`config.mk`:
```
export PLATFORM = sky130hd
export DESIGN_NAME = regfile_16x32_sb_flat
export DESIGN_NICKNAME = d
export VERILOG_FILES = /design/src/rtl/regfile_16x32_sb_if.sv /design/src/rtl/regfile_16x32_sb.sv /design/src/flat_wrapper.sv
export SDC_FILE = /design/constraint.sdc
export NUM_CORES = 1
export LEC_CHECK = 0
export ABC_AREA = 1
export CAP_MARGIN = 20
export CORE_ASPECT_RATIO = 0.75
export CORE_MARGIN = 4
export CORE_UTILIZATION = 34
export CTS_CLUSTER_DIAMETER = 100
export DETAILED_ROUTE_END_ITERATION = 7
export SYNTH_ARGS = -nofsm -noshare
export SYNTH_HDL_FRONTEND = slang
export SYNTH_SLANG_ARGS = --single-unit
```
`constraint.sdc`:
```
create_clock -name clk -period 1.4 [get_ports clk]
set_input_delay 0.21 -clock clk [delete_from_list [all_inputs] [get_ports clk]]
set_output_delay 0.21 -clock clk [all_outputs]
set_load 0.005 [all_outputs]
```
`src/rtl/regfile_16x32_sb_if.sv`:
```
// ============================================================================
// Module      : regfile_16x32_sb_if
// Description : Read, issue and write-back signal bundle between decode and
//               the 16x32 register file with pending-write scoreboard.
// Revision    : 1.0 - initial release
// ============================================================================
`default_nettype none

interface regfile_16x32_sb_if;
    logic [3:0]  rs1_addr;
    logic [3:0]  rs2_addr;
    logic [31:0] rs1_data;
    logic [31:0] rs2_data;
    logic        rs1_busy;
    logic        rs2_busy;
    logic        iss_valid;
    logic [3:0]  iss_rd;
    logic        iss_ready;
    logic        wb_en;
    logic [3:0]  wb_addr;
    logic [31:0] wb_data;

    modport master (
        output rs1_addr, rs2_addr, iss_valid, iss_rd, wb_en, wb_addr, wb_data,
        input  rs1_data, rs2_data, rs1_busy, rs2_busy, iss_ready
    );

    modport slave (
        input  rs1_addr, rs2_addr, iss_valid, iss_rd, wb_en, wb_addr, wb_data,
        output rs1_data, rs2_data, rs1_busy, rs2_busy, iss_ready
    );
endinterface

`default_nettype wire

```
`src/rtl/regfile_16x32_sb.sv`:
```
// ============================================================================
// Module      : regfile_16x32_sb
// Description : 16x32 register file (x0 hard-wired to zero) with optional
//               write-back forwarding and per-register pending-write counters.
// Revision    : 1.0 - initial release
// ============================================================================
`default_nettype none

module regfile_16x32_sb #(
    parameter int BYPASS = 1,
    parameter int CNT_W  = 2
) (
    input  wire logic          clk,
    input  wire logic          rst_n,
    regfile_16x32_sb_if.slave  bus
);

    localparam logic [CNT_W-1:0] c_cnt_max = '1;
    localparam bit               c_bypass  = (BYPASS != 0);

    // x0 has no storage; the views below present it as a constant zero entry.
    logic [31:0]      r_regs    [1:15];
    logic [CNT_W-1:0] r_cnt     [1:15];
    logic [31:0]      w_reg_view[16];
    logic [CNT_W-1:0] w_cnt_view[16];
    logic             w_we      [1:15];
    logic [CNT_W-1:0] w_cnt_nxt [1:15];
    logic             w_inc;
    logic             w_dec;

    always_comb begin
        w_reg_view[0] = '0;
        w_cnt_view[0] = '0;
        for (int k = 1; k < 16; k++) begin
            w_reg_view[k] = r_regs[k];
            w_cnt_view[k] = r_cnt[k];
        end
    end

    // A saturated counter refuses the issue; an empty one ignores the write-back.
    always_comb begin
        w_inc = 1'b0;
        w_dec = 1'b0;
        for (int k = 1; k < 16; k++) begin
            w_we[k]      = bus.wb_en && (bus.wb_addr == 4'(k));
            w_inc        = bus.iss_valid && (bus.iss_rd == 4'(k)) && (r_cnt[k] != c_cnt_max);
            w_dec        = w_we[k] && (r_cnt[k] != '0);
            w_cnt_nxt[k] = r_cnt[k];
            if (w_inc && !w_dec) begin
                w_cnt_nxt[k] = r_cnt[k] + 1'b1;
            end else if (w_dec && !w_inc) begin
                w_cnt_nxt[k] = r_cnt[k] - 1'b1;
            end
        end
    end

    always_ff @(posedge clk or negedge rst_n) begin
        if (!rst_n) begin
            for (int k = 1; k < 16; k++) begin
                r_regs[k] <= '0;
                r_cnt[k]  <= '0;
            end
        end else begin
            for (int k = 1; k < 16; k++) begin
                if (w_we[k]) begin
                    r_regs[k] <= bus.wb_data;
                end
                r_cnt[k] <= w_cnt_nxt[k];
            end
        end
    end

    assign bus.rs1_data = (c_bypass && bus.wb_en && (bus.wb_addr == bus.rs1_addr) && (bus.rs1_addr != 4'd0))
                          ? bus.wb_data : w_reg_view[bus.rs1_addr];
    assign bus.rs2_data = (c_bypass && bus.wb_en && (bus.wb_addr == bus.rs2_addr) && (bus.rs2_addr != 4'd0))
                          ? bus.wb_data : w_reg_view[bus.rs2_addr];

    assign bus.rs1_busy  = (bus.rs1_addr != 4'd0) && (w_cnt_view[bus.rs1_addr] != '0);
    assign bus.rs2_busy  = (bus.rs2_addr != 4'd0) && (w_cnt_view[bus.rs2_addr] != '0);
    assign bus.iss_ready = (bus.iss_rd == 4'd0) || (w_cnt_view[bus.iss_rd] != c_cnt_max);

endmodule

`default_nettype wire

```
`src/flat_wrapper.sv`:
```
// flat-port wrapper written by rule: the top's interface ports become plain ports
module regfile_16x32_sb_flat 
#(
    parameter int BYPASS = 1,
    parameter int CNT_W  = 2
)
  (clk, rst_n, bus_rs1_addr, bus_rs2_addr, bus_iss_valid, bus_iss_rd, bus_wb_en, bus_wb_addr, bus_wb_data, bus_rs1_data, bus_rs2_data, bus_rs1_busy, bus_rs2_busy, bus_iss_ready);
  regfile_16x32_sb_if bus_i ();
  input  wire logic clk;
  input  wire logic rst_n;
  input wire logic [$bits(bus_i.rs1_addr)-1:0] bus_rs1_addr;
  input wire logic [$bits(bus_i.rs2_addr)-1:0] bus_rs2_addr;
  input wire logic [$bits(bus_i.iss_valid)-1:0] bus_iss_valid;
  input wire logic [$bits(bus_i.iss_rd)-1:0] bus_iss_rd;
  input wire logic [$bits(bus_i.wb_en)-1:0] bus_wb_en;
  input wire logic [$bits(bus_i.wb_addr)-1:0] bus_wb_addr;
  input wire logic [$bits(bus_i.wb_data)-1:0] bus_wb_data;
  output wire logic [$bits(bus_i.rs1_data)-1:0] bus_rs1_data;
  output wire logic [$bits(bus_i.rs2_data)-1:0] bus_rs2_data;
  output wire logic [$bits(bus_i.rs1_busy)-1:0] bus_rs1_busy;
  output wire logic [$bits(bus_i.rs2_busy)-1:0] bus_rs2_busy;
  output wire logic [$bits(bus_i.iss_ready)-1:0] bus_iss_ready;
  assign bus_i.rs1_addr = bus_rs1_addr;
  assign bus_i.rs2_addr = bus_rs2_addr;
  assign bus_i.iss_valid = bus_iss_valid;
  assign bus_i.iss_rd = bus_iss_rd;
  assign bus_i.wb_en = bus_wb_en;
  assign bus_i.wb_addr = bus_wb_addr;
  assign bus_i.wb_data = bus_wb_data;
  assign bus_rs1_data = bus_i.rs1_data;
  assign bus_rs2_data = bus_i.rs2_data;
  assign bus_rs1_busy = bus_i.rs1_busy;
  assign bus_rs2_busy = bus_i.rs2_busy;
  assign bus_iss_ready = bus_i.iss_ready;
  regfile_16x32_sb #(.BYPASS(BYPASS), .CNT_W(CNT_W)) u_core (.clk(clk), .rst_n(rst_n), .bus(bus_i));
endmodule
```
After elaboration in Yosys (flattened, before gate mapping). Index checks and enable logic that the tools add are counted.

Output and inout bits: 67. Register bits: 510. Input bits: 52.

Add/sub/neg operators: 30. Equality and inequality tests: 48. Muxes and demuxes: 47. Magnitude comparators: 3. Reduce and logical (&&, ||, !) cells: 162. Bitwise logic cells: 3.

Operators by type and width (number): binary-select mux 32 bit (select 4 bit) (2); 2-to-1 mux 32 bit (6); logical AND 1 bit (96); 2-to-1 mux 2 bit (36); equality test 4 bit, second input constant (16); nonzero test 2 bit (32); equality test 4 x 3 -> 1 bit, second input constant (8); != test 2 bit, second input constant (16); adder 2 x 1 -> 2 bit, second input constant (15); zero test 1 bit (30); subtractor 2 x 1 -> 2 bit, second input constant (15); binary-select mux 2 bit (select 4 bit) (3); equality test 4 x 2 -> 1 bit, second input constant (4); greater-or-equal comparator 5 bit, second input constant (3); inverter 4 -> 5 bit (3); equality test 4 x 1 -> 1 bit, second input constant (2); equality test 4 bit (2); nonzero test 4 bit (2); zero test 4 bit (1); logical OR 1 bit (1).

Logic depth before layout (Yosys ltp).
Word-level depth: 7. Gate-level depth with buffers: 14. Gate-level depth less buffers: 11.

Least setup slack after synthesis. OpenSTA, ideal clock, no wires.

Path kind: input-to-reg. From: input bus_wb_addr[1]. To: register u_core.r_cnt[17] in the netlist's numbering. Stages: 9. Data arrival time: 1.748 ns. Slack: -0.472 ns. Buffers on the path: 1. Required time: 1.276 ns. Setup time: 0.124 ns. Cell sequence: inv_1 nor3_4 nand2_2 buf_2 or2_2 ha_1 a21oi_1 o21ai_0 xnor2_1.

Cells in the longest elaborated chain, start to end: 6. Elaborated cells between the ends (all ways): 8.

RTL lines: start: declaration (line flat_wrapper.sv:16) `input wire logic [$bits(bus_i.wb_addr)-1:0] bus_wb_addr;`; equality test 4 x 3 -> 1 bit * (line regfile_16x32_sb.sv:45) `w_we[k] = bus.wb_en && (bus.wb_addr == 4'(k));`; logical AND 1 bit * (line regfile_16x32_sb.sv:45); logical AND 1 bit * (line regfile_16x32_sb.sv:47) `w_dec = w_we[k] && (r_cnt[k] != '0);`; zero test 1 bit (line regfile_16x32_sb.sv:49) `if (w_inc && !w_dec) begin`; logical AND 1 bit (line regfile_16x32_sb.sv:49); 2-to-1 mux 2 bit / nonzero test 2 bit (equally long branches); end signal: indexed assignment (line regfile_16x32_sb.sv:68) `r_cnt[k] <= w_cnt_nxt[k];`; end: declaration (line regfile_16x32_sb.sv:23) `logic [CNT_W-1:0] r_cnt [1:15];`.

Mark *: on every way between the ends. The rest lies on a longest branch, timed or not. A chain may end at the register's enable or synchronous reset.

Worst setup path after layout.
From: register u_core.r_cnt[24] in the netlist's numbering. To: output bus_rs1_busy.

Cells in the longest elaborated chain, start to end: 5.

RTL lines: binary-select mux 2 bit (select 4 bit) (line regfile_16x32_sb.sv:78) `assign bus.rs1_busy = (bus.rs1_addr != 4'd0) && (w_cnt_view[bus.rs1_addr] != '0);`; 2-to-1 mux 2 bit (not written as such) (2 in a row) (line regfile_16x32_sb.sv:78); nonzero test 2 bit (line regfile_16x32_sb.sv:78); logical AND 1 bit (line regfile_16x32_sb.sv:78); end: declaration (line flat_wrapper.sv:20) `output wire logic [$bits(bus_i.rs1_busy)-1:0] bus_rs1_busy;`.

No other way between the ends. The select of a mux whose other input is x is not followed.

==> flow_summary_export.csv <==
group,metric,value,unit
timing,slew_headroom,53.8,%
synthesis,synth_flop_cell,"dfrtp_1",
outcome,failed_checks,"setup timing",
cells_and_area,final_common_cell,"nand2_1",
place,hpwl,78900,um
floorplan,io_pins,119,
place,io_buffers,118,
outcome,status,"finished with violations",
synthesis,synth_top_family_by_area,"simple AND/OR/NAND/NOR gates",
timing,timing.fmax,464,MHz
global_route,grt_start_max_net_pins,67,
setup_path,worstSetupPathType,"reg2out",
floorplan,core_area,0.0897,mm2
route,routed_via_density,5.05,
power_and_ir_drop,ir_drop,0.000974,V
setup_path,worst_ep_arrival_time,1.94,ns
floorplan,die_y,269,um
power_and_ir_drop,comb_power_share,32.4,%
synthesis,synth-adder-area-share,0.610,%
synthesis,synthMuxAreaShare,0,%
floorplan,start_util,34.3,%
setup_path,required,1.19,ns
timing,finalCriticalPeriod,2.15,ns
route,routedWlPerCell,18.7,um
power_and_ir_drop,clkPwrFrac,30.2,%
synthesis,synthesis.nets,4866,
timing,hold_viol_final,0,
flow_run,cap_viol_max_count,0,
floorplan,chipWidth,355,um
power_and_ir_drop,p_int,36.2,mW
floorplan,rows,95,
timing,worst_slack,-0.754,ns
clock_network,cts_root_buf,"clkbuf_16",
timing,finalSetupViolations,92,
power_and_ir_drop,p_sw_share,34.2,%
power_and_ir_drop,power_leakage,21.8,nW
global_route,track_usage,24.7,%
clock_network,insertion_delay,0.65,ns
timing,skew,0.0105,ns
global_route,grt_pass1_vias,30400,
synthesis,netlist_instances,4799,
global_route,grt-ovfl-total,0,
place,place.gp.congestion,0.908,
synthesis,yosysSeqAreaShare,41.5,%
route,wl,122000,um
synthesis,synth_edf_count,0,
synthesis,ys_ff_latch,510,
setup_path,crit_fanout,2,
clock_network,cts_buffers,58,
global_route,antenna_found_initial,2,
global_route,grt_use_met2,38.3,%
synthesis,synthDominantCellAreaShare,41.5,%
synthesis,synth_area_per_cell,6.42,um2
route,vias,32900,
route,drc,0,
clock_network,tritoncts,"built",
power_and_ir_drop,seqPwrFrac,37.4,%
timing,whs,0.0227,ns
timing,min_period_over_period,154,%
synthesis,synth_xor_area_share,0.853,%
timing,finalMaxSlewViolations,0,
clock_network,clock-sinks,510,
route,first_pass_iters,6,
cells_and_area,diodes,0,
route,ant_nets,0,
global_route,use_met1,35.2,%
clock_network,h-tree-depth,2,
floorplan,dieArea,0.0955,mm2
synthesis,yosys.area_share.simple,37.2,%
setup_path,start_kind,"flop",
synthesis,synth_area,0.0308,mm2
power_and_ir_drop,power_density,1310,mW/mm2
global_route,grt_busiest_layer,"met2",
cells_and_area,finalNetCount,5313,
timing,tightest_slew,0.693,ns
cells_and_area,final_util,46.8,%
cells_and_area,final_cell_mix,"nand2_1 (2,097), dfrtp_1 (509), buf_4 (391)",
synthesis,synthDistinctLibCells,26,
timing,rsz0062_at_grt,"true",
global_route,grt.met3_usage,3.56,%
setup_path,end_kind,"output port",
cells_and_area,drive_above_1_share,24.3,%
synthesis,yosysWarnings,0,
synthesis,synth_top_area_cell,"dfrtp_1",
min_path,hold_class,"in2async",
clock_network,cts.reportedPaths.clkPinSlew,0.07,ns
synthesis,async_flop_share,100,%
global_route,grt_first_pass_wirelength,185000,um
clock_network,clockBufferDepth,3,
power_and_ir_drop,p_sw,18.8,mW
cells_and_area,area_delta_synth_final,36.3,%
synthesis,synth-compound-area-share,10.2,%
route,drt_iter0_drc,3490,
synthesis,synth_area_leaders,"dfrtp_1 (41%), nand2_1 (28%), nand3_1 (7.5%)",
## what timing repair did
item / 4_1_cts / 5_1_grt
resized for setup: 568 / 291
endpoints found under the setup margin: 555 / 97
hold buffers: 1 / 0
gates cloned: 2 / 0
setup buffers: 69 / 52
pin swaps: 288 / 201
endpoints found under the hold margin: 510 / 0
## worst max-delay path: stages, from the launching register on
cell and delay (ns):
dfrtp_1 0.37, inv_2 0.05, nand2_2 0.09, buf_6 0.10
nor2_2 0.03, o21ai_1 0.18, nand3_2 0.14, a21oi_2 0.20
buf_2 0.16
## registers in the layout, indices dropped and copies added, names as in the netlist
signal,cells
u_core.r_cnt,30
u_core.r_regs,480
## layer usage
layer | vias to the layer above | wire (um)
met5 | - | 24
met4 | 2 | 4650
met3 | 275 | 9470
met2 | 1413 | 53400
met1 | 15300 | 54200
li1 | 15800 | -
## per-stage QoR
step	TNS, ns	setup slack (ns)	power, mW	area [um2]	instances
after floorplan	-3.86	-0.345	28.7	31100	4799
after global placement	-454.30	-1.14	35.2	37700	6281
after detailed placement	-463.66	-1.15	35.5	37700	6281
after CTS	-43.07	-0.767	53.5	40800	6458
after global routing	-49.34	-0.811	58.1	42000	6507
final	-41.83	-0.754	54.9	42000	6507
## power groups by stage
stage          registers [mW]  logic [mW]  clock network [mW]
2_1_floorplan            20.2        8.52                   0
3_3_place_gp             20.4        14.8                   0
3_5_place_dp             20.5        15.1                   0
4_1_cts                  20.3        16.4                16.8
5_1_grt                  20.9        19.8                17.4
6_report                 20.6        17.8                16.6
## final cells by class
class	count	area, um2
Tap cell	1212	1520
Multi-Input combinational cell	3539	16600
Fill cell	8870	47800
Timing Repair Buffer	716	7400
Sequential cell	510	12800
Clock inverter	30	353
Inverter	421	1620
Clock buffer	79	1720
## cell families after synthesis
family,after synthesis
XOR/XNOR,30
buffers and inverters,750
AND/OR/NAND/NOR,2878
adder cells (fa/ha/maj),15
flip-flops,510
AO/OA/AOI/OAI,616
## Yosys cell counts, types with 5 or more instances
master and count:
a211oi_1 15, a21oi_1 165, buf_1 33, buf_2 138, clkbuf_1 156, dfrtp_1 510, ha_1 15, inv_1 409
inv_2 12, nand2_1 2262, nand3_1 460, nor2_1 137, nor2_2 6, o211ai_1 5, o21ai_0 415, o21ai_1 14
xnor2_1 21, xor2_1 9
## worst paths after layout
path	cells past startpoint	slack, ns	end	startpoint
max in group asynchronous	4	0.70	u_core.r_regs[144]	rst_n
worst min-delay path	2	0.02	u_core.r_regs[268]	rst_n
worst max-delay path	8	-0.75	bus_rs1_busy	u_core.r_cnt[24]
worst max register to register	7	-0.23	u_core.r_cnt[25]	u_core.r_cnt[24]
worst min register to register	2	0.48	u_core.r_regs[180]	u_core.r_regs[180]
min in group clk	4	0.37	u_core.r_regs[233]	bus_wb_data[9]
Power figures use the tool's default switching activity.
